`src/rtl/multiplexor_display_7seg.sv`:
```
// Four-digit BCD latch and time-multiplexed driver for a common-anode 7-segment display.
// Includes a programmable scan rate, optional leading-zero blanking and a dash for codes above 9.
module multiplexor_display_7seg #(
   parameter int CUENTA_REFRESCO   = 50000,
   parameter bit ANODO_ACTIVO_BAJO = 1'b1,
   parameter bit SEG_ACTIVO_BAJO   = 1'b1
) (
   input  logic       clk,
   input  logic       reset,
   input  logic       cargar,
   input  logic [3:0] Millares,
   input  logic [3:0] Centenas,
   input  logic [3:0] Decenas,
   input  logic [3:0] Unidades,
   input  logic       blanqueo_ceros,
   output logic [3:0] anodos,
   output logic [6:0] segmentos,
   output logic       fin_barrido
);

   localparam int            CW         = (CUENTA_REFRESCO > 1) ? $clog2(CUENTA_REFRESCO) : 1;
   localparam logic [CW-1:0] CNT_MAX    = CW'(CUENTA_REFRESCO - 1);
   localparam logic [3:0]    ANODOS_OFF = ANODO_ACTIVO_BAJO ? 4'b1111 : 4'b0000;
   localparam logic [6:0]    SEG_OFF    = SEG_ACTIVO_BAJO ? 7'b1111111 : 7'b0000000;

   // Active-high pattern {a,b,c,d,e,f,g}; anything that is not a decimal digit becomes a dash.
   function automatic logic [6:0] f_decode(input logic [3:0] d);
      logic [6:0] p;
      case (d)
         4'd0:    p = 7'b1111110;
         4'd1:    p = 7'b0110000;
         4'd2:    p = 7'b1101101;
         4'd3:    p = 7'b1111001;
         4'd4:    p = 7'b0110011;
         4'd5:    p = 7'b1011011;
         4'd6:    p = 7'b1011111;
         4'd7:    p = 7'b1110000;
         4'd8:    p = 7'b1111111;
         4'd9:    p = 7'b1111011;
         default: p = 7'b0000001;
      endcase
      return p;
   endfunction

   logic [CW-1:0] r_cnt;
   logic [1:0]    r_idx;
   logic [3:0]    r_mil, r_cen, r_dec, r_uni;
   logic [3:0]    r_anodos;
   logic [6:0]    r_seg;
   logic          r_fin;

   logic          w_wrap;
   logic [3:0]    w_digito;
   logic          w_blank;
   logic [3:0]    w_onehot;
   logic [3:0]    w_anodos_next;
   logic [6:0]    w_seg_next;

   // Slot selection and leading-zero blanking for the digit currently being scanned.
   always_comb begin
      w_wrap   = (r_cnt == CNT_MAX);
      w_digito = 4'd0;
      w_blank  = 1'b0;
      w_onehot = 4'b0000;
      case (r_idx)
         2'd0: begin
            w_digito = r_uni;
            w_blank  = 1'b0;
            w_onehot = 4'b0001;
         end
         2'd1: begin
            w_digito = r_dec;
            w_blank  = blanqueo_ceros && (r_mil == 4'd0) && (r_cen == 4'd0) && (r_dec == 4'd0);
            w_onehot = 4'b0010;
         end
         2'd2: begin
            w_digito = r_cen;
            w_blank  = blanqueo_ceros && (r_mil == 4'd0) && (r_cen == 4'd0);
            w_onehot = 4'b0100;
         end
         2'd3: begin
            w_digito = r_mil;
            w_blank  = blanqueo_ceros && (r_mil == 4'd0);
            w_onehot = 4'b1000;
         end
         default: begin
            w_digito = 4'd0;
            w_blank  = 1'b1;
            w_onehot = 4'b0000;
         end
      endcase
   end

   // Polarity mapping of the next anode/segment values.
   always_comb begin
      w_anodos_next = ANODOS_OFF;
      w_seg_next    = SEG_OFF;
      if (w_blank) begin
         w_anodos_next = ANODOS_OFF;
         w_seg_next    = SEG_OFF;
      end else begin
         w_anodos_next = ANODO_ACTIVO_BAJO ? ~w_onehot : w_onehot;
         w_seg_next    = SEG_ACTIVO_BAJO ? ~f_decode(w_digito) : f_decode(w_digito);
      end
   end

   // Refresh counter and digit index.
   always_ff @(posedge clk or posedge reset) begin
      if (reset) begin
         r_cnt <= '0;
         r_idx <= 2'd0;
      end else if (w_wrap) begin
         r_cnt <= '0;
         r_idx <= r_idx + 2'd1;
      end else begin
         r_cnt <= r_cnt + CW'(1);
         r_idx <= r_idx;
      end
   end

   // Digit latch, loaded as a group on the strobe.
   always_ff @(posedge clk or posedge reset) begin
      if (reset) begin
         r_mil <= 4'd0;
         r_cen <= 4'd0;
         r_dec <= 4'd0;
         r_uni <= 4'd0;
      end else if (cargar) begin
         r_mil <= Millares;
         r_cen <= Centenas;
         r_dec <= Decenas;
         r_uni <= Unidades;
      end else begin
         r_mil <= r_mil;
         r_cen <= r_cen;
         r_dec <= r_dec;
         r_uni <= r_uni;
      end
   end

   // Registered display outputs and end-of-scan pulse.
   always_ff @(posedge clk or posedge reset) begin
      if (reset) begin
         r_anodos <= ANODOS_OFF;
         r_seg    <= SEG_OFF;
         r_fin    <= 1'b0;
      end else begin
         r_anodos <= w_anodos_next;
         r_seg    <= w_seg_next;
         r_fin    <= w_wrap && (r_idx == 2'd3);
      end
   end

   assign anodos      = r_anodos;
   assign segmentos   = r_seg;
   assign fin_barrido = r_fin;

endmodule
```
`config.mk`:
```
export PLATFORM = sky130hd
export DESIGN_NAME = multiplexor_display_7seg
export DESIGN_NICKNAME = d
export VERILOG_FILES = /design/src/rtl/multiplexor_display_7seg.sv
export SDC_FILE = /design/constraint.sdc
export NUM_CORES = 1
export LEC_CHECK = 0
export CAP_MARGIN = 20
export CORE_MARGIN = 2
export CORE_UTILIZATION = 31
export CTS_CLUSTER_SIZE = 28
export DETAILED_ROUTE_END_ITERATION = 6
export SLEW_MARGIN = 20
export SYNTH_ARGS = -nofsm -noshare
export SYNTH_HDL_FRONTEND = slang
export SYNTH_SLANG_ARGS = --single-unit
```
`constraint.sdc`:
```
create_clock -name clk -period 6.4 [get_ports clk]
set_input_delay 0.96 -clock clk [delete_from_list [all_inputs] [get_ports clk]]
set_output_delay 0.96 -clock clk [all_outputs]
set_load 0.02 [all_outputs]
```
# Word-level counts from Yosys, hierarchy flattened
# Memories as Yosys holds them, arrays and structs flattened.
# Index checks and enable logic that the tools add are counted.
# totals
memories	1
romBits	112
ff_bits	46
input_bits	20
wordCells	33
latchBits	0
mem_bits_rw	0
out_inout_bits	12
# mem_list
name	words	width	read_ports	rd_ports_with_merged_regs	write_ports	line_no	source
(name not given)	16	7	1	0	0	29	case (d)
# op_classes
shifts	0
eq_ne	4
mux	7
reduce_logical	8
add_sub_neg	2
n_mul	0
n_bitwise	2
div_mod_pow	0
n_lt_le_gt_ge	0
# ops
operator	n
$pmux W4 S4	2
$add A16 B1 Y16 const B	1
$eq A16 B16 Y1 const B	1
$mux W16	1
$mux W7	2
$logic_not A4 Y1	3
$not A7 Y7	1
$eq A2 B2 Y1 const B	2
$logic_and A1 B1 Y1	4
$mux W4	1
$not A4 Y4	1
$pmux W1 S4	1
$add A2 B1 Y2 const B	1
$eq A2 B1 Y1 const B	1
$logic_not A2 Y1	1

# Depth between registers and ports, before layout
# logic_depth
depth_word	8
mapped_depth	11
mapped_depth_nobuf	10

# Worst setup path before layout
# OpenSTA, ideal clock, no wires.
# synth_path
path_kind	register to register
startpoint	reg r_idx[0]
endpoint	reg r_seg[6], in the netlist segmentos[6]
period_less_slack_ps	2456
required_time_ps	6305
path_buffers	1
path_slack_ps	3944
setup_ps	95
stages_incl_launch_ff	11
arrival_ps	2361
cell_sequence	dfrtp_1 inv_1 ha_1 inv_1 clkbuf_1 mux2i_1 inv_1 ha_1 a211o_2 a21oi_1 o22ai_1
# synth_via
elab_chain_cells	6
# synth_rtl
element	line_no	source
from (decl)	46	logic [1:0] r_idx;
from (signal assigned)	114	r_idx <= r_idx + 2'd1;
from (signal assigned)	117	r_idx <= r_idx;
$eq A2 B2 Y1 (tied with other cells)	65	case (r_idx)
$pmux W4 S4	65	
$mem_v2 Z16 W7	--	
$mux W7	98	if (w_blank) begin
$not A7 Y7	103	w_seg_next = SEG_ACTIVO_BAJO ? ~f_decode(w_digito) : f_decode(w_digito);
$mux W7 (*)	98	
net w_seg_next[6]	57	logic [6:0] w_seg_next;
to (signal assigned)	149	r_seg <= w_seg_next;
to (decl)	49	logic [6:0] r_seg;
# Mark *: on every way through the listed nets, which the timed path passes. The rest lies on a longest branch. The select of a mux whose other input is x is not followed.
# A chain may end at the register's enable or synchronous reset.

# Final worst setup path
# Ends and elaborated chain as after synthesis.

==> flow_summary.toml <==
[drt]
initialDrtViolationCount = 107
residual_drc = 0
per_cell_via_count_in_the_routed_design = 4.74
post_drt_wl_per_cell_um = 13.1
vias = 1558
ant_nets = 0
detail_route.wirelength_um = 4320
firstDrtPassIters = 5

[synth]
synthSimpleGateAreaFrac_pct = 14.2
netlist.top_cell.by_area = "dfrtp_1"
dominantRegCellSynth = "dfrtp_1"
post-synth-top-area-fraction_pct = 39.1
post_synth_xor_area_fraction_pct = 4.69
synthesis_stage_register_bit_count = 46
post_synth_arst_share_pct = 100
synth_cell_area_mm2 = 0.00224
synth.mux.area_fraction_pct = 8.37
ys_types = 43
synth_top_family_by_area = "simple AND/OR/NAND/NOR gates"
yosys_warnings = 0
proportion_of_synthesized_chip_area_in_sequential_cells_pct = 52.0
netlist_instances = 196
synth.area.top_cells = "dfrtp_1 39%, dfstp_2 13%, mux2_2 7.0%"
synth-compound-area-share_pct = 11.1
syn_area_per_cell_um2 = 11.4
syn-num-nets = 227
post_synth_fa_ha_maj_area_fraction_pct = 6.14
synth-edff-count = 0

[pwr]
p_leak_uw = 0.00114
power_density_mw_per_mm2 = 212
ir_drop_mv = 0.110

[worst_setup_path]
maximum_fanout_along_the_worst_path = 11
reg2reg_slack_ns = 3.72
slowest_stage = "mux2i_1"
cp_num_buf_inv = 3
critical_path.reg2reg.endpoint = "segmentos[6]"
cp_required_ns = 6.59
critical_path.max_stage_delay_ns = 0.61
crit_chain = "inv_1 > ha_1 > inv_1 > mux2i_1 > inv_1 > ha_1 > a211o_2 > a21oi_1 > o22ai_1"
type_of_destination_of_the_critical_path = "flop"
worst_ep_arrival_ns = 2.87
timing.critical_path.mode_cell = "inv_1"
r2r_worst_path_depth = 9
cp-start-kind = "flop"
critical_path.top_delay_family = "multiplexers"
timing_worst_setup_path_type = "flop to flop"
r2r_start = "r_idx[0]"

[clock_network]
cts-root-buf = "clkbuf_8"
worst_setup_hold_path_clk_slew_ns = 0.09
cts_hold_buf = 0
clock_latency_on_the_worst_skew_pair_ns = 0.30
cts-buffers-inserted = 5
cts_tree = "done"
htreeDepth = 2
number_of_buffers_on_the_longest_clock_path = 2
clock-sinks = 46
cts_setup_buffers = 0
post_cts_repair_resize_count = 0

[floorplanning]
row_count = 31
floorplan.initialDensity_pct = 31.4
floorplan.core_area_mm2 = 0.00714
pin_count = 32
chipWidth_um = 89.0
full_die_area_mm2 = 0.00793
die-height_um = 89.0

[sta]
layout_worst_path_cycle_share_pct = 41.8
setup_viol = 0
clock.fmax_mhz = 374
setup_repair_after_global_routing_missed_its_margin = "false"
timing.final.crit_period_ns = 2.68
timing_hold_violations_final = 0
fin_setup_tns_ns = 0
timing.slew.headroom_pct = 41.6
worst_pin_slew_ns = 0.877
worst_slack_ns = 3.72
report.final.slew_viol_count = 0
fin_skew_ns = 0.0152

[layout]
area_delta_synth_final_pct = 22.3
final_nets = 260
final_layout_size_suffix_gt1_share_pct = 17.0
insertedDiodeCount = 0

[placement]
place_congestion = 0.852
hpwl_um = 3130
placement.io_buffers = 31
dp_worst_setup_slack_ns = 3.78

[run]
maxCapViolations = 0

[run_status]
run_status = "finished, final reports clean"

[min_path]
hold_wc_path_type = "flop to flop"
worstHoldPathCells = 1
hold_path_end = "r_cnt[0]"
hold_path.startpoint = "r_cnt[0]"

[global_route]
grt_pass1_wl_um = 7530
grt_start_max_net_pins = 47
grtUsageTotal_pct = 11.9
grt_overflow = 0
first_global_vias = 1556
grt_antenna_before_repair = 0
## worst register-to-register path, cell delays in order (launching register included)
cell     delay, ns
dfrtp_1       0.39
inv_1         0.11
ha_1          0.27
inv_1         0.30
mux2i_1       0.61
inv_1         0.18
ha_1          0.22
a211o_2       0.26
a21oi_1       0.15
o22ai_1       0.09
## worst max-delay path by stage
stage / from / end / slack, ns / depth (start not counted)
3_3_place_gp: r_idx[0] / segmentos[6] / 3.89 / 9
6_report: r_idx[0] / segmentos[6] / 3.72 / 9
5_1_grt: r_idx[0] / segmentos[3] / 3.49 / 10
2_1_floorplan: r_idx[0] / segmentos[6] / 3.94 / 10
4_1_cts: r_idx[0] / segmentos[6] / 3.72 / 9
3_5_place_dp: r_idx[0] / segmentos[6] / 3.78 / 9
## routing by layer
layer  GRT usage (%)  wire, µm
met4            2.85        30
met1            16.9      2160
met5               0         0
met2            18.3      1910
met3            3.14       226
## cell usage in the layout, fill, tap and decap left out, types with 3 or more instances in the layout
cell / Yosys / final
a21oi_1: 8 / 8
a222oi_1: 4 / 4
and2_1: 3 / 3
and3_1: 3 / 3
clkbuf_8: 0 / 5
clkdlybuf4s50_1: 0 / 31
dfrtp_1: 35 / 35
dfstp_2: 11 / 11
ha_1: 11 / 11
inv_1: 13 / 12
mux2_2: 14 / 14
mux2i_1: 3 / 3
nand2_1: 9 / 9
nand3_1: 4 / 4
nand4_1: 5 / 5
nor2_1: 11 / 11
nor2b_1: 4 / 4
nor4_1: 3 / 3
o21ai_0: 5 / 5
o22ai_1: 6 / 6
xnor2_1: 5 / 5
xor2_1: 7 / 7
## synth_stat cells (3+ instances only)
master    number
nand3_1        4
ha_1          11
dfstp_2       11
nor2_1        11
o22ai_1        6
dfrtp_1       35
xor2_1         7
nand4_1        5
nor4_1         3
clkbuf_1       3
nor2b_1        4
nand2_1        9
and3_1         3
mux2_2        14
mux2i_1        3
and2_1         3
a222oi_1       4
inv_1         13
o21ai_0        5
xnor2_1        5
a21oi_1        8
## stage by stage
step | total power [µW] | hold WS (ns) | instances | util [%] | cell area [µm²]
2_1_floorplan | 376 | 0.424 | 196 | - | 2240
3_5_place_dp | 414 | 0.454 | 321 | 37.2 | 2650
3_3_place_gp | 413 | 0.439 | 321 | 37.2 | 2650
5_1_grt | 614 | 0.505 | 329 | 38.4 | 2740
4_1_cts | 593 | 0.466 | 329 | 38.4 | 2740
6_report | 582 | 0.458 | 329 | 38.4 | 2740
## logic make-up after synthesis
logic type,count (synthesis)
compound gates,36
xor+xnor,12
fa+ha+maj,11
buf+inv,19
flops,46
mux,17
simple gates,55
## area by class of cell
class | count | area [µm²]
multi-input combinational | 131 | 997
sequential | 46 | 1160
tap | 99 | 124
timing repair buffer | 32 | 318
inverter | 13 | 48.8
clock buffer | 5 | 68.8
fill | 702 | 4390
clock inverter | 3 | 21.3
## flip-flops by register name, indices dropped and copies added, names as in the netlist
signal       flops
anodos           4
r_idx            2
r_dec            4
r_uni            4
r_mil            4
r_cen            4
segmentos        7
fin_barrido      1
r_cnt           16
## report_power, final
| group | switching, µW | internal (µW) |
|---|---|---|
| clock | 97.7 | 76.8 |
| sequential | 10.5 | 313 |
| combinational | 40.7 | 43.8 |
Power figures use the tool's default switching activity.
==> RTL edit 1, RTL diff (same settings) <==
Set the parameter `CUENTA_REFRESCO` to 100000 (it was 50000).
--- a/src/rtl/multiplexor_display_7seg.sv
+++ b/src/rtl/multiplexor_display_7seg.sv
@@ -1,7 +1,7 @@
 // Four-digit BCD latch and time-multiplexed driver for a common-anode 7-segment display.
 // Includes a programmable scan rate, optional leading-zero blanking and a dash for codes above 9.
 module multiplexor_display_7seg #(
-   parameter int CUENTA_REFRESCO   = 50000,
+   parameter int CUENTA_REFRESCO   = 100000,
    parameter bit ANODO_ACTIVO_BAJO = 1'b1,
    parameter bit SEG_ACTIVO_BAJO   = 1'b1
 ) (
Behaviour: no difference found for any inputs over 10 cycles, from zero or initial values and one cycle with reset high; that may be too few to reach the edited logic, so the function may still have changed.
==> RTL edit 1 against the original RTL <==
Combinational power down 2%. Power up 0.61%. Cell area grew 1.0%. Clock power hardly changed. Synthesized area is 2.2% higher. Sequential cell count up 1. Sequential power is 2% higher. Non-clock buffer count fell by 1. Global-route usage shrank 0.64 points. Synthesized cell count is 2.6% higher. First-iteration DRC count grew 28%. Wire length up 0.83%. Setup slack better by 0.076 ns. Core utilization barely moved. Critical path type unchanged.
==> RTL edit 1: results (changes against the original RTL) <==
- Max FFs per register: 17 (was 16)
- Fill cells: 721 (was 702)
- Overall Power: 0.586 mW (was 0.582 mW)
- Routed WL per cell: 13.2 µm (was 13.1 µm)
- First-pass GRT wire length: 7420 µm (was 7530 µm)
- Non-filler cells, final: 331 (was 329)
- Crit path max-delay family: buffers and inverters (was multiplexers)
- Area after DPL: 2690 µm² (was 2650 µm²)
- Synth area leaders: dfrtp_1 (39%), dfstp_2 (13%), mux2_2 (7.4%) (was dfrtp_1 (39%), dfstp_2 (13%), mux2_2 (7.0%))
- Hold EP: r_cnt[12]$_DFF_PP0_ (was r_cnt[0]$_DFF_PP0_)
- P_leak: 1.14 nW (about the same)
- R2R Setup Slk: 3.80 ns (was 3.72 ns)
- Period minus WS final: 2.60 ns (was 2.68 ns)
- Share of cells above drive strength 1: 16.4% (was 17.0%)
- Dpl cells: 323 (was 321)
- Skew final: 0.00576 ns (was 0.0152 ns)
- All-Layer GR Usage: 11.3% (was 11.9%)
- Largest net degree at the start of global routing: 48 (was 47)
- Pre-antenna DRT Iters: 4 (was 5)
- Met2 usage: 15.6% (was 18.3%)
- Clock power frac: 29.6% (was 30.0%)
- HP Start: r_cnt[12]$_DFF_PP0_ (was r_cnt[0]$_DFF_PP0_)
- Worst Max-Slew Pin Slew: 0.892 ns (was 0.877 ns)
- Vias in the first global route: 1474 (was 1556)
- Reg clk slew, reported paths: 0.09 ns (about the same)
- Slowest stage delay, CP: 0.55 ns (was 0.61 ns)
- Outcome: finished clean (unchanged)
- Pre-CTS WS: 3.88 ns (was 3.78 ns)
- Met1 Wirelength: 2230 µm (was 2160 µm)
- GR Util met1: 17.4% (was 16.9%)
- Max VDD drop: 0.0672 mV (was 0.110 mV)
- GR Layer Usage met3: 2.18% (was 3.14%)
- Net switching power: 0.149 mW (about the same)
- Library cells used by synthesis: 40 (was 43)
- Post-DP HPWL: 3150 µm (was 3130 µm)
- Worst setup path category: flop to flop (unchanged)
- Syn Area/Cell: 11.4 µm² (about the same)
- Routed vias: 1588 (was 1558)
- Routability cong.: 0.798 (was 0.852)
- Critical path destination: segmentos[3]$_DFF_PP1_ (was segmentos[6]$_DFF_PP1_)
- Metal3 WL: 224 µm (was 226 µm)
- Area of the multi-input gates: 1020 µm² (was 997 µm²)
- Post-layout nets: 262 (was 260)
- Sequential area share after synthesis: 51.9% (was 52.0%)
- Drt initial violations: 137 (was 107)
- Comb pwr share: 14.1% (was 14.5%)
- Synth cell count leaders: dfrtp_1 (36), mux2_2 (15), dfstp_2 (11), ha_1 (11), nor2_1 (11) (was dfrtp_1 (35), mux2_2 (14), inv_1 (13))
- Critical Path AT: 2.81 ns (was 2.87 ns)
- Min Hold Slack: 0.493 ns (was 0.458 ns)
- Reg2Reg Depth: 10 (was 9)
-- RTL edit 1: cell count changes in the layout (fill, tap and decap cells not counted), sizes merged, moves of 2 or more --
cell	before	now
xor2	7	4
and2	3	1
nand3	4	6
or3	0	2
and4	1	4
inv	12	9
xnor2	5	10
and3	3	1
nand2b	2	0
-- RTL edit 1: kinds of logic (layout without fill, tap and decap cells) --
group                    Yosys count  in the layout  synth area share [%]
AO/OA/AOI/OAI                     37             37                  10.7
XOR/XNOR                          14             14                  5.35
adder cells (fa/ha/maj)           11             11                  6.01
buffers and inverters             18             49                  3.33
flip-flops                        47             47                  51.9
multiplexers                      17             17                  8.25
AND/OR/NAND/NOR                   57             57                  14.4
-- RTL edit 1: area by class of cell --
cell class	instances	share of cell area, %
Clock buffer	5	2.48
Clock inverter	3	0.542
Inverter	10	1.40
Multi-Input combinational cell	136	37.0
Sequential cell	47	42.9
Tap cell	99	4.47
Timing Repair Buffer	31	11.2
==> RTL edit 2, RTL diff (same flow settings) <==
Without the edit above. Register the inputs `cargar`, `Millares`, `Centenas`, `Decenas`, `Unidades` and `blanqueo_ceros` before use. The logic sees them one clock later.
--- a/src/rtl/multiplexor_display_7seg.sv
+++ b/src/rtl/multiplexor_display_7seg.sv
@@ -22,6 +22,22 @@
    localparam logic [CW-1:0] CNT_MAX    = CW'(CUENTA_REFRESCO - 1);
    localparam logic [3:0]    ANODOS_OFF = ANODO_ACTIVO_BAJO ? 4'b1111 : 4'b0000;
    localparam logic [6:0]    SEG_OFF    = SEG_ACTIVO_BAJO ? 7'b1111111 : 7'b0000000;
+
+   logic cargar_q;
+   logic [3:0] Millares_q;
+   logic [3:0] Centenas_q;
+   logic [3:0] Decenas_q;
+   logic [3:0] Unidades_q;
+   logic blanqueo_ceros_q;
+
+   always_ff @(posedge clk) begin
+      cargar_q         <= cargar;
+      Millares_q       <= Millares;
+      Centenas_q       <= Centenas;
+      Decenas_q        <= Decenas;
+      Unidades_q       <= Unidades;
+      blanqueo_ceros_q <= blanqueo_ceros;
+   end
 
    // Active-high pattern {a,b,c,d,e,f,g}; anything that is not a decimal digit becomes a dash.
    function automatic logic [6:0] f_decode(input logic [3:0] d);
@@ -70,17 +86,17 @@
          end
          2'd1: begin
             w_digito = r_dec;
-            w_blank  = blanqueo_ceros && (r_mil == 4'd0) && (r_cen == 4'd0) && (r_dec == 4'd0);
+            w_blank  = blanqueo_ceros_q && (r_mil == 4'd0) && (r_cen == 4'd0) && (r_dec == 4'd0);
             w_onehot = 4'b0010;
          end
          2'd2: begin
             w_digito = r_cen;
-            w_blank  = blanqueo_ceros && (r_mil == 4'd0) && (r_cen == 4'd0);
+            w_blank  = blanqueo_ceros_q && (r_mil == 4'd0) && (r_cen == 4'd0);
             w_onehot = 4'b0100;
          end
          2'd3: begin
             w_digito = r_mil;
-            w_blank  = blanqueo_ceros && (r_mil == 4'd0);
+            w_blank  = blanqueo_ceros_q && (r_mil == 4'd0);
             w_onehot = 4'b1000;
          end
          default: begin
@@ -125,11 +141,11 @@
          r_cen <= 4'd0;
          r_dec <= 4'd0;
          r_uni <= 4'd0;
-      end else if (cargar) begin
-         r_mil <= Millares;
-         r_cen <= Centenas;
-         r_dec <= Decenas;
-         r_uni <= Unidades;
+      end else if (cargar_q) begin
+         r_mil <= Millares_q;
+         r_cen <= Centenas_q;
+         r_dec <= Decenas_q;
+         r_uni <= Unidades_q;
       end else begin
          r_mil <= r_mil;
          r_cen <= r_cen;
Function: changed (a bounded check fails within 4 cycles, from zero or initial values and one cycle with reset high).
==> RTL edit 2 against the original RTL <==
Synthesized area up 17%. Count of clock-buffer cells in the layout up 4. Cell area up 20%. Die area up 16%. Setup slack better by 0.092 ns. Final cell count up 10%. Power up 62%. Sequential cell count up 18. Maximum frequency up 3.6%. Wire length up 5.3%.
==> RTL edit 2: results (changes against the original RTL) <==
- Outcome: finished clean (unchanged)
- Fill cells: 791 (was 702)
- Post-layout nets: 284 (was 260)
- Layout Utilization: 40.0% (was 38.4%)
- Post-DP HPWL: 3180 µm (was 3130 µm)
- Syn_nets: 248 (was 227)
- Synth area leaders: dfrtp_1 (33%), dfxtp_1 (14%), dfstp_2 (11%) (was dfrtp_1 (39%), dfstp_2 (13%), mux2_2 (7.0%))
- Met2 WL: 1980 µm (was 1910 µm)
- Vias per inst: 4.65 (was 4.74)
- Dpl cells: 347 (was 321)
- Reg clk slew, reported paths: 0.07 ns (was 0.09 ns)
- GR Util met1: 15.8% (was 16.9%)
- Clock Latency Late Sink: 0.34 ns (was 0.30 ns)
- Library cells used by synthesis: 47 (was 43)
- Slowest stage delay, CP: 0.55 ns (was 0.61 ns)
- Sequential area share after synthesis: 58.1% (was 52.0%)
- Crit path max-delay family: compound AO/OA/AOI/OAI gates (was multiplexers)
- Pint: 0.734 mW (was 0.433 mW)
- Root Buffer: clkbuf_8 (unchanged)
- P_leak: 1.36 nW (was 1.14 nW)
- All-Layer GR Usage: 11.6% (was 11.9%)
- H-tree levels: 3 (was 2)
- Routed vias: 1688 (was 1558)
- Drt initial violations: 122 (was 107)
- Skew final: 0.00775 ns (was 0.0152 ns)
- GR Layer Usage met3: 4.78% (was 3.14%)
- TritonCTS buffer count: 9 (was 5)
- First-pass GRT wire length: 7840 µm (was 7530 µm)
- CP max FO: 7 (was 11)
- Metal3 WL: 252 µm (was 226 µm)
- Worst slew margin: 35.8% (was 41.6%)
- Critical Path AT: 2.83 ns (was 2.87 ns)
- Vias in the first global route: 1601 (was 1556)
- Synth cell count leaders: dfrtp_1 (35), dfxtp_1 (18), inv_1 (14), mux2_2 (14) (was dfrtp_1 (35), mux2_2 (14), inv_1 (13))
- Met2 usage: 15.6% (was 18.3%)
- Area after DPL: 3040 µm² (was 2650 µm²)
- Routability cong.: 0.792 (was 0.852)
- Max VDD drop: 0.141 mV (was 0.110 mV)
- Pre-antenna DRT Iters: 5 (unchanged)
- Final wirelength: 4550 µm (was 4320 µm)
- Met1 Wirelength: 2240 µm (was 2160 µm)
- Mapped Cells: 217 (was 196)
- Slowest stage cell, crit path: a21oi_1 (was mux2i_1)
RTL edit 2: layout make-up:
type | instances | area share [%]
flip-flops and latches | 64 | 46.5
clock inverters | 7 | 3.62
clock buffers | 9 | 3.77
multi-input cells | 132 | 30.9
well taps | 105 | 4.00
inverters | 14 | 1.60
repair buffers | 32 | 9.68
RTL edit 2: kinds of logic after synthesis:
logic type | synth area share [%]
compound gates | 10.2
fa+ha+maj | 5.25
xor+xnor | 4.01
buf+inv | 3.24
simple gates | 12.4
flops | 58.1
mux | 6.77
RTL edit 2: power groups by stage:
| stage | logic [mW] | clock network, mW | registers, mW |
|---|---|---|---|
| 2_1_floorplan | 0.0418 | 0 | 0.457 |
| 3_3_place_gp | 0.0821 | 0 | 0.453 |
| 3_5_place_dp | 0.0834 | 0 | 0.453 |
| 4_1_cts | 0.0840 | 0.427 | 0.445 |
| 5_1_grt | 0.0913 | 0.446 | 0.448 |
| 6_report | 0.0826 | 0.414 | 0.445 |
RTL edit 2: worst paths after layout:
kind                                      startpoint                     end  slack (ns)  depth (start not counted)
worst max-delay path            r_idx[1]$_DFFE_PP0N_  segmentos[3]$_DFF_PP1_        3.82                         10
worst min-delay path            Decenas_q[3]$_DFF_P_    r_dec[3]$_DFFE_PP0P_        0.44                          2
worst max register to register  r_idx[1]$_DFFE_PP0N_  segmentos[3]$_DFF_PP1_        3.82                         10
worst min register to register  Decenas_q[3]$_DFF_P_    r_dec[3]$_DFFE_PP0P_        0.44                          2
max in group asynchronous                      reset    r_dec[1]$_DFFE_PP0P_        4.94                          3
min in group asynchronous                      reset     r_cnt[12]$_DFF_PP0_        1.07                          3
